==> src/rtl/mem_port_arbiter_if.sv <==
// mem_port_arbiter_if
//   Bundles every signal of the shared memory port arbiter except clk/rst:
//   the fetch requester, the MEM requester, the flush input, the
//   Wishbone-style bus, and the stall/timeout outputs.
//   Signal names keep their _i/_o suffixes as seen from the arbiter.
// Modports:
//   master - the arbiter itself (it masters the shared bus)
//   slave  - the environment: pipeline requesters, stall controller, bus slave
interface mem_port_arbiter_if #(
  parameter int ADDR_W = 32,
  parameter int DATA_W = 32
);
  localparam int SEL_W = DATA_W / 8;

  // fetch requester
  logic              if_req_i;
  logic [ADDR_W-1:0] if_addr_i;
  logic [DATA_W-1:0] if_rdata_o;
  logic              if_ack_o;

  // MEM requester
  logic              mem_req_i;
  logic              mem_we_i;
  logic [SEL_W-1:0]  mem_sel_i;
  logic [ADDR_W-1:0] mem_addr_i;
  logic [DATA_W-1:0] mem_wdata_i;
  logic [DATA_W-1:0] mem_rdata_o;
  logic              mem_ack_o;

  logic              flush_i;

  // shared bus
  logic              bus_cyc_o;
  logic              bus_stb_o;
  logic              bus_we_o;
  logic [SEL_W-1:0]  bus_sel_o;
  logic [ADDR_W-1:0] bus_addr_o;
  logic [DATA_W-1:0] bus_wdata_o;
  logic [DATA_W-1:0] bus_rdata_i;
  logic              bus_ack_i;

  // pipeline control
  logic              stallreq_if_o;
  logic              stallreq_mem_o;
  logic              timeout_o;

  modport master (
    input  if_req_i, if_addr_i,
    output if_rdata_o, if_ack_o,
    input  mem_req_i, mem_we_i, mem_sel_i, mem_addr_i, mem_wdata_i,
    output mem_rdata_o, mem_ack_o,
    input  flush_i,
    output bus_cyc_o, bus_stb_o, bus_we_o, bus_sel_o, bus_addr_o, bus_wdata_o,
    input  bus_rdata_i, bus_ack_i,
    output stallreq_if_o, stallreq_mem_o, timeout_o
  );

  modport slave (
    output if_req_i, if_addr_i,
    input  if_rdata_o, if_ack_o,
    output mem_req_i, mem_we_i, mem_sel_i, mem_addr_i, mem_wdata_i,
    input  mem_rdata_o, mem_ack_o,
    output flush_i,
    input  bus_cyc_o, bus_stb_o, bus_we_o, bus_sel_o, bus_addr_o, bus_wdata_o,
    output bus_rdata_i, bus_ack_i,
    input  stallreq_if_o, stallreq_mem_o, timeout_o
  );
endinterface

==> src/rtl/mem_port_arbiter.sv <==
// mem_port_arbiter
//   Sequences one shared Wishbone-style memory port between instruction fetch
//   and the MEM stage. One transaction at a time, MEM has fixed priority.
//   Each transaction ends with a one-cycle ack (RESP state) carrying the read
//   data (0 for stores and timeouts). A wait-state counter releases the bus
//   after WAIT_MAX cycles without bus ack; a flush during a fetch lets the bus
//   cycle finish but suppresses its if_ack_o.
// Ports:
//   clk  - clock, all state on rising edge
//   rst  - synchronous, active-low reset
//   port - mem_port_arbiter_if.master (requesters, flush, bus, stall/timeout)
module mem_port_arbiter #(
  parameter int ADDR_W   = 32,
  parameter int DATA_W   = 32,
  parameter int WAIT_MAX = 15
) (
  input  logic                   clk,
  input  logic                   rst,
  mem_port_arbiter_if.master     port
);
  localparam int SEL_W = DATA_W / 8;
  localparam int CNT_W = $clog2(WAIT_MAX);
  localparam logic [CNT_W-1:0] CNT_LAST = CNT_W'(WAIT_MAX - 1);

  typedef enum logic [1:0] {IDLE, BUSY_IF, BUSY_MEM, RESP} state_t;

  state_t            state_reg, state_next;
  logic [CNT_W-1:0]  cnt_reg, cnt_next;
  logic              discard_reg, discard_next;   // current fetch was flushed
  logic              resp_if_reg, resp_if_next;   // RESP belongs to the fetch side
  logic              timeout_reg, timeout_next;   // RESP was reached by timeout
  logic              we_reg, we_next;
  logic [SEL_W-1:0]  sel_reg, sel_next;
  logic [ADDR_W-1:0] addr_reg, addr_next;
  logic [DATA_W-1:0] wdata_reg, wdata_next;
  logic [DATA_W-1:0] if_rdata_reg, if_rdata_next;
  logic [DATA_W-1:0] mem_rdata_reg, mem_rdata_next;
  logic [DATA_W-1:0] done_data;
  logic              busy;

  always_ff @(posedge clk) begin
    if (!rst) begin
      state_reg     <= IDLE;
      cnt_reg       <= '0;
      discard_reg   <= 1'b0;
      resp_if_reg   <= 1'b0;
      timeout_reg   <= 1'b0;
      we_reg        <= 1'b0;
      sel_reg       <= '0;
      addr_reg      <= '0;
      wdata_reg     <= '0;
      if_rdata_reg  <= '0;
      mem_rdata_reg <= '0;
    end else begin
      state_reg     <= state_next;
      cnt_reg       <= cnt_next;
      discard_reg   <= discard_next;
      resp_if_reg   <= resp_if_next;
      timeout_reg   <= timeout_next;
      we_reg        <= we_next;
      sel_reg       <= sel_next;
      addr_reg      <= addr_next;
      wdata_reg     <= wdata_next;
      if_rdata_reg  <= if_rdata_next;
      mem_rdata_reg <= mem_rdata_next;
    end
  end

  always_comb begin
    state_next     = state_reg;
    cnt_next       = cnt_reg;
    discard_next   = discard_reg;
    resp_if_next   = resp_if_reg;
    timeout_next   = timeout_reg;
    we_next        = we_reg;
    sel_next       = sel_reg;
    addr_next      = addr_reg;
    wdata_next     = wdata_reg;
    if_rdata_next  = if_rdata_reg;
    mem_rdata_next = mem_rdata_reg;
    done_data      = '0;

    case (state_reg)
      IDLE: begin
        cnt_next = '0;
        if (port.mem_req_i) begin
          state_next = BUSY_MEM;
          we_next    = port.mem_we_i;
          sel_next   = port.mem_sel_i;
          addr_next  = port.mem_addr_i;
          wdata_next = port.mem_wdata_i;
        end else if (port.if_req_i && !port.flush_i) begin
          state_next = BUSY_IF;
          we_next    = 1'b0;
          sel_next   = '1;
          addr_next  = port.if_addr_i;
          wdata_next = '0;
        end
      end

      BUSY_IF, BUSY_MEM: begin
        if (state_reg == BUSY_IF && port.flush_i) begin
          discard_next = 1'b1;
        end
        // An ack on the last allowed wait cycle still counts as a normal completion.
        if (port.bus_ack_i || cnt_reg == CNT_LAST) begin
          state_next   = RESP;
          resp_if_next = (state_reg == BUSY_IF);
          timeout_next = !port.bus_ack_i;
          done_data    = (port.bus_ack_i && !we_reg) ? port.bus_rdata_i : '0;
          if (state_reg == BUSY_IF) begin
            if_rdata_next = done_data;
          end else begin
            mem_rdata_next = done_data;
          end
        end else begin
          cnt_next = cnt_reg + 1'b1;
        end
      end

      RESP: begin
        // No grant here: a requester still holding its request is only seen again in IDLE.
        state_next   = IDLE;
        discard_next = 1'b0;
        timeout_next = 1'b0;
      end

      default: state_next = IDLE;
    endcase
  end

  assign busy = (state_reg == BUSY_IF) || (state_reg == BUSY_MEM);

  assign port.bus_cyc_o   = busy;
  assign port.bus_stb_o   = busy;
  assign port.bus_we_o    = we_reg;
  assign port.bus_sel_o   = sel_reg;
  assign port.bus_addr_o  = addr_reg;
  assign port.bus_wdata_o = wdata_reg;

  assign port.if_rdata_o  = if_rdata_reg;
  assign port.mem_rdata_o = mem_rdata_reg;
  assign port.if_ack_o    = (state_reg == RESP) && resp_if_reg && !discard_reg;
  assign port.mem_ack_o   = (state_reg == RESP) && !resp_if_reg;
  assign port.timeout_o   = (state_reg == RESP) && timeout_reg;

  assign port.stallreq_mem_o = port.mem_req_i & ~port.mem_ack_o;
  assign port.stallreq_if_o  = port.if_req_i  & ~port.if_ack_o;
endmodule

==> src/flat_wrapper.sv <==
// flat-port wrapper written by rule: the top's interface ports become plain ports
module mem_port_arbiter_flat 
#(
  parameter int ADDR_W   = 32,
  parameter int DATA_W   = 32,
  parameter int WAIT_MAX = 15
)
  (clk, rst, port_if_req_i, port_if_addr_i, port_if_rdata_o, port_if_ack_o, port_mem_req_i, port_mem_we_i, port_mem_sel_i, port_mem_addr_i, port_mem_wdata_i, port_mem_rdata_o, port_mem_ack_o, port_flush_i, port_bus_cyc_o, port_bus_stb_o, port_bus_we_o, port_bus_sel_o, port_bus_addr_o, port_bus_wdata_o, port_bus_rdata_i, port_bus_ack_i, port_stallreq_if_o, port_stallreq_mem_o, port_timeout_o);
  mem_port_arbiter_if #(.ADDR_W(ADDR_W), .DATA_W(DATA_W)) port_i ();
  input  logic clk;
  input  logic rst;
  input wire logic [$bits(port_i.if_req_i)-1:0] port_if_req_i;
  input wire logic [$bits(port_i.if_addr_i)-1:0] port_if_addr_i;
  output wire logic [$bits(port_i.if_rdata_o)-1:0] port_if_rdata_o;
  output wire logic [$bits(port_i.if_ack_o)-1:0] port_if_ack_o;
  input wire logic [$bits(port_i.mem_req_i)-1:0] port_mem_req_i;
  input wire logic [$bits(port_i.mem_we_i)-1:0] port_mem_we_i;
  input wire logic [$bits(port_i.mem_sel_i)-1:0] port_mem_sel_i;
  input wire logic [$bits(port_i.mem_addr_i)-1:0] port_mem_addr_i;
  input wire logic [$bits(port_i.mem_wdata_i)-1:0] port_mem_wdata_i;
  output wire logic [$bits(port_i.mem_rdata_o)-1:0] port_mem_rdata_o;
  output wire logic [$bits(port_i.mem_ack_o)-1:0] port_mem_ack_o;
  input wire logic [$bits(port_i.flush_i)-1:0] port_flush_i;
  output wire logic [$bits(port_i.bus_cyc_o)-1:0] port_bus_cyc_o;
  output wire logic [$bits(port_i.bus_stb_o)-1:0] port_bus_stb_o;
  output wire logic [$bits(port_i.bus_we_o)-1:0] port_bus_we_o;
  output wire logic [$bits(port_i.bus_sel_o)-1:0] port_bus_sel_o;
  output wire logic [$bits(port_i.bus_addr_o)-1:0] port_bus_addr_o;
  output wire logic [$bits(port_i.bus_wdata_o)-1:0] port_bus_wdata_o;
  input wire logic [$bits(port_i.bus_rdata_i)-1:0] port_bus_rdata_i;
  input wire logic [$bits(port_i.bus_ack_i)-1:0] port_bus_ack_i;
  output wire logic [$bits(port_i.stallreq_if_o)-1:0] port_stallreq_if_o;
  output wire logic [$bits(port_i.stallreq_mem_o)-1:0] port_stallreq_mem_o;
  output wire logic [$bits(port_i.timeout_o)-1:0] port_timeout_o;
  assign port_i.if_req_i = port_if_req_i;
  assign port_i.if_addr_i = port_if_addr_i;
  assign port_if_rdata_o = port_i.if_rdata_o;
  assign port_if_ack_o = port_i.if_ack_o;
  assign port_i.mem_req_i = port_mem_req_i;
  assign port_i.mem_we_i = port_mem_we_i;
  assign port_i.mem_sel_i = port_mem_sel_i;
  assign port_i.mem_addr_i = port_mem_addr_i;
  assign port_i.mem_wdata_i = port_mem_wdata_i;
  assign port_mem_rdata_o = port_i.mem_rdata_o;
  assign port_mem_ack_o = port_i.mem_ack_o;
  assign port_i.flush_i = port_flush_i;
  assign port_bus_cyc_o = port_i.bus_cyc_o;
  assign port_bus_stb_o = port_i.bus_stb_o;
  assign port_bus_we_o = port_i.bus_we_o;
  assign port_bus_sel_o = port_i.bus_sel_o;
  assign port_bus_addr_o = port_i.bus_addr_o;
  assign port_bus_wdata_o = port_i.bus_wdata_o;
  assign port_i.bus_rdata_i = port_bus_rdata_i;
  assign port_i.bus_ack_i = port_bus_ack_i;
  assign port_stallreq_if_o = port_i.stallreq_if_o;
  assign port_stallreq_mem_o = port_i.stallreq_mem_o;
  assign port_timeout_o = port_i.timeout_o;
  mem_port_arbiter #(.ADDR_W(ADDR_W), .DATA_W(DATA_W), .WAIT_MAX(WAIT_MAX)) u_core (.clk(clk), .rst(rst), .port(port_i));
endmodule
==> config.mk <==
export PLATFORM = sky130hd
export DESIGN_NAME = mem_port_arbiter_flat
export DESIGN_NICKNAME = d
export VERILOG_FILES = /design/src/rtl/mem_port_arbiter_if.sv /design/src/rtl/mem_port_arbiter.sv /design/src/flat_wrapper.sv
export SDC_FILE = /design/constraint.sdc
export NUM_CORES = 1
export LEC_CHECK = 0
export CORE_MARGIN = 8
export CORE_UTILIZATION = 43
export DETAILED_ROUTE_END_ITERATION = 8
export PLACE_DENSITY = 0.83
export SKIP_LAST_GASP = 1
export SYNTH_ARGS = -nofsm -noshare
export SYNTH_HDL_FRONTEND = slang
export SYNTH_SLANG_ARGS = --single-unit
==> constraint.sdc <==
create_clock -name clk -period 4.7 [get_ports clk]
set_clock_uncertainty 0.1 [all_clocks]
set_input_delay 0.705 -clock clk [delete_from_list [all_inputs] [get_ports clk]]
set_output_delay 0.705 -clock clk [all_outputs]
set_load 0.02 [all_outputs]
# Word level (Yosys, flattened, before mapping)
# Cells that the tools add are included.
# word_totals
inputBits	139
regBits	142
# op_classes
n_addsub	1
n_bitwise	5
eq_ne	8
n_reduce_logical	27
mux	19
# op_table
cell	count
32-bit two-way mux	5
4-bit two-way mux	3
2-bit AND reduction	6
4-bit one-hot mux with 2 select lines	1
1-bit logical AND	7
2-bit two-way mux	3
2-bit one-hot mux with 3 select lines	1
3-bit AND reduction	2
2-bit nonzero test	3
1-bit zero test	5
4-bit by 1-bit adder with 4-bit output (second input constant)	1
2-bit equality test (second input constant)	2
4-bit equality test (second input constant)	1
1-bit two-way mux	4
2-bit by 1-bit inequality test with 1-bit output (second input constant)	2
1-bit one-hot mux with 2 select lines	2
3-bit by 2-bit inequality test with 1-bit output (second input constant)	1
1-bit inverter	3
1-bit bitwise AND	2
2-bit by 1-bit equality test with 1-bit output (second input constant)	1
2-bit zero test	1
1-bit logical OR	2
2-bit inequality test (second input constant)	1
2-bit OR reduction	1

# Logic depth before layout (Yosys ltp)
# depth
ltp_word	5
ltp_mapped	8
depth_no_buf	6

# Worst setup path before layout
# Ideal clock, no wire load.
# synth_timing
path_kind	register to output
start	register u_core.state_reg[1]
end	output port_stallreq_if_o
stages_incl_launch_ff	5
required_time_ns	3.895
t_arrival_ns	1.438
path_buffers	0
slack_ns	2.457
path_cell_list	dfxtp_1 -> ha_1 -> inv_1 -> nor3b_1 -> nor2b_1
# synth_between
elab_chain_len	5
# synth_rtl
item	line_no	source
from (decl)	mem_port_arbiter.sv:27	state_t state_reg, state_next;
from (signal assigned)	mem_port_arbiter.sv:55	state_reg <= state_next;
2-bit equality test	mem_port_arbiter.sv:143	assign port.if_ack_o = (state_reg == RESP) && resp_if_reg && !discard_reg;
1-bit logical AND (2 in series)	mem_port_arbiter.sv:143	
net port_if_ack_o	flat_wrapper.sv:15	output wire logic [$bits(port_i.if_ack_o)-1:0] port_if_ack_o;
1-bit inverter	mem_port_arbiter.sv:148	assign port.stallreq_if_o = port.if_req_i & ~port.if_ack_o;
1-bit bitwise AND	mem_port_arbiter.sv:148	
to (decl)	flat_wrapper.sv:32	output wire logic [$bits(port_i.stallreq_if_o)-1:0] port_stallreq_if_o;
# The timed path passes the listed nets, and every way through them passes these cells.

# Worst setup path after layout
# layout_timing
start	register u_core.state_reg[1]
end	output port_if_ack_o
# layout_between
elab_chain_len	3
# layout_rtl
item	line_no
2-bit equality test	mem_port_arbiter.sv:143
1-bit logical AND (2 in series)	mem_port_arbiter.sv:143
to (decl)	flat_wrapper.sv:15
# No other way between the ends.

==> impl_metrics.ini <==
[status]
outcome = completed

[global_routing]
antenna_violations_before_repair = 0
globalRoute.totalOverflow = 0
first_global_vias = 5434
grt_max_degree = 75
grt_util_all_layers = 0.2123
grt_first_pass_wirelength_um = 28260

[drt]
post-route-drc-count = 0
detail_route.wl_per_cell_um = 18.23
post_drt_via_cell_ratio = 5.226
detailroute.via_count = 5325
initial_drc_count = 379
detailedRoute.firstPassIterationCount = 4
drt_wl_total_um = 18580
final_antenna_net_count = 0

[yosys]
synth_cells = 584
syn_area_um2 = 5602
syn-mean-instance-area_um2 = 9.592
post_synth_main_area_contributors = sky130_fd_sc_hd__dfxtp_1, sky130_fd_sc_hd__nand3_1, sky130_fd_sc_hd__mux2i_1
yosysWarnings = 0
post-synth-top-area-cell = sky130_fd_sc_hd__dfxtp_1
synth-main-ff-cell = sky130_fd_sc_hd__dfxtp_1
ys_seq_area_frac = 0.5075
asyncSetResetFlopFracSynth = 0
synth.distinct_cells = 42
edff_count_synth = 0
mappedNetlistNets = 729
yosys_register_bits = 142
synth_top_area_share = 0.5075

[sta]
finalWorstPathRequiredPeriod_ps = 3038
setup_repair_after_global_routing_missed_its_margin = no
worst_case_setup_margin_in_the_final_layout_ps = 1662
setup_viol = 0
holdWs_ps = 353.5
setup-tns-final_ps = 0
period_share = 0.6464
timing.final.hold_violations = 0
finalMaxSlewViolations = 0
timing.fmax_ghz = 0.3292
worst-slew-pin-transition_ps = 1291
timing.slew.headroom = 0.1365

[clock_network]
cts_tree = done
cts_num_sinks = 142
clock-root-buffer = sky130_fd_sc_hd__clkbuf_16
numCtsBuffers = 17
post-cts-setup-buffers = 0
postCtsHoldBufs = 0
ctsHtreeMaxLevel = 4
clk_transition_reported_paths_ps = 50
cts.path.max_buffers = 2
worstSkewPairLatency_ps = 410
post_cts_resize_count = 0

[worst_setup_path]
timing.critical_path.slowest_stage_cell = sky130_fd_sc_hd__clkdlybuf4s50_1
timing.critical_path.required_ps = 3890
cp_cell_sequence = ha_1, inv_1, nor3b_1, clkdlybuf4s50_1
crit_type = flip-flop to output pin
timing.critical_path.slowest_cell_delay_ps = 690
largest_fanout_of_any_net_on_the_critical_path = 4
critical_path_capture_point_type = output pin
timing.reg2reg.worst_path_depth = 6
category_of_the_worst_setup_path_launch_point = flip-flop
worst_ep_arrival_time_ps = 2230

[hold_path]
min_path_type = flip-flop to flip-flop
hold_path_stages = 2

[cells_and_area]
final_core_utilization = 0.7005
post_layout_nonfiller_instances = 1019
design.final.nets = 980
area_growth_syn_to_layout_pct = 58.45
num_antenna_cells = 0
drive_above_1_share = 0.09681

[floorplanning]
floorplan.initialDensity = 0.4421
chipHeight_um = 130.1
chip_width_um = 130.1
core_area_um2 = 12670
die_area_um2 = 16940
io_pins = 279
floorplan.rows = 41

[flow_run]
cap_violations = 0

[placed_design]
post-place-ws_ps = 1649
portBuffers = 278
dp_hpwl_um = 13760
place.gp.congestion = 0.7679
dp_cells = 988

[power_and_ir_drop]
cell_area_power_density_nw_per_um2 = 484.3
worst_ir_drop_vdd_mv = 0.2668
power.leakage_nw = 3.246
==> cell usage in the layout, fill, tap and decap left out, types with 3 or more instances in the layout <==
cell and n:
sky130_fd_sc_hd__o221a_2 4, sky130_fd_sc_hd__ha_1 6, sky130_fd_sc_hd__inv_1 5, sky130_fd_sc_hd__inv_2 3
sky130_fd_sc_hd__a21oi_1 6, sky130_fd_sc_hd__buf_4 6, sky130_fd_sc_hd__o21ai_2 10, sky130_fd_sc_hd__clkinv_2 4
sky130_fd_sc_hd__dfxtp_1 142, sky130_fd_sc_hd__nand3_1 70, sky130_fd_sc_hd__clkbuf_8 3, sky130_fd_sc_hd__nand2_1 36
sky130_fd_sc_hd__o21ai_1 53, sky130_fd_sc_hd__o21ai_0 5, sky130_fd_sc_hd__a211oi_2 20, sky130_fd_sc_hd__clkbuf_16 17
sky130_fd_sc_hd__nor2_1 70, sky130_fd_sc_hd__a211oi_1 13, sky130_fd_sc_hd__mux2i_1 32, sky130_fd_sc_hd__a22oi_1 33
sky130_fd_sc_hd__clkdlybuf4s50_1 276
==> layer usage <==
layer,track usage,vias to the layer above,share of wire
li1,-,2590,-
met4,0.1154,0,0.038
met1,0.2128,2484,0.36
met3,0.07303,43,0.089
met5,0,-,0
met2,0.3800,208,0.51
==> report_power, final <==
part	switching [mW]	internal, mW	total [mW]
Sequential	0.111	1.41	1.52
Combinational	0.822	0.646	1.47
Clock	0.493	0.819	1.31
Total	1.43	2.87	4.30
==> metrics by stage <==
step / area, µm² / power (mW)
2_1_floorplan: 5602 / 2.400
3_3_place_gp: 8293 / 2.964
3_5_place_dp: 8293 / 3.017
4_1_cts: 8876 / 4.332
5_1_grt: 8876 / 4.511
6_report: 8876 / 4.299
==> cells by family (layout without fill, tap and decap cells) <==
family	count (synthesis)	in the layout	synth area share
flip-flops	142	142	0.5075
buffers and inverters	60	323	0.06634
multiplexers	32	32	0.05718
AO/OA/AOI/OAI	154	154	0.2033
adder cells (fa/ha/maj)	6	6	0.01340
AND/OR/NAND/NOR	190	190	0.1523
==> worst paths after layout <==
check | start | to | slack, ps
hold / removal | u_core.port.mem_rdata_o[23] | u_core.port.mem_rdata_o[23] | 350
hold reg to reg | u_core.port.mem_rdata_o[23] | u_core.port.mem_rdata_o[23] | 350
setup reg to reg | u_core.state_reg[1] | u_core.port.if_rdata_o[12] | 1980
setup / recovery | u_core.state_reg[1] | port_if_ack_o | 1660
==> synth_stat cells, types with 3 or more instances <==
cell type,count
sky130_fd_sc_hd__nor2_1,70
sky130_fd_sc_hd__o21ai_0,5
sky130_fd_sc_hd__dfxtp_1,142
sky130_fd_sc_hd__buf_6,12
sky130_fd_sc_hd__a211oi_1,13
sky130_fd_sc_hd__mux2i_1,32
sky130_fd_sc_hd__clkbuf_2,3
sky130_fd_sc_hd__o21ai_1,53
sky130_fd_sc_hd__buf_1,8
sky130_fd_sc_hd__inv_1,6
sky130_fd_sc_hd__a21oi_1,6
sky130_fd_sc_hd__o221a_2,4
sky130_fd_sc_hd__buf_2,21
sky130_fd_sc_hd__nand2_1,36
sky130_fd_sc_hd__o21ai_2,10
sky130_fd_sc_hd__ha_1,6
sky130_fd_sc_hd__a22oi_1,33
sky130_fd_sc_hd__a211oi_2,20
sky130_fd_sc_hd__buf_4,7
sky130_fd_sc_hd__nand3_1,70
==> critical path, delay by kind of cell, from the launching register on <==
| kind | cells | cell delay [ps] |
|---|---|---|
| adder cells (fa/ha/maj) | 1 | 260 |
| flip-flops | 1 | 400 |
| buffers and inverters | 2 | 790 |
| AND/OR/NAND/NOR | 1 | 380 |
==> final cells by class <==
cell class | count | area, µm²
Clock buffer | 21 | 470.5
Clock inverter | 10 | 112.6
Fill cell | 961 | 3795
Inverter | 8 | 30.03
Multi-Input combinational cell | 382 | 2387
Sequential cell | 142 | 2843
Tap cell | 172 | 215.2
Timing Repair Buffer | 284 | 2818
(Power assumes the default switching activity.)
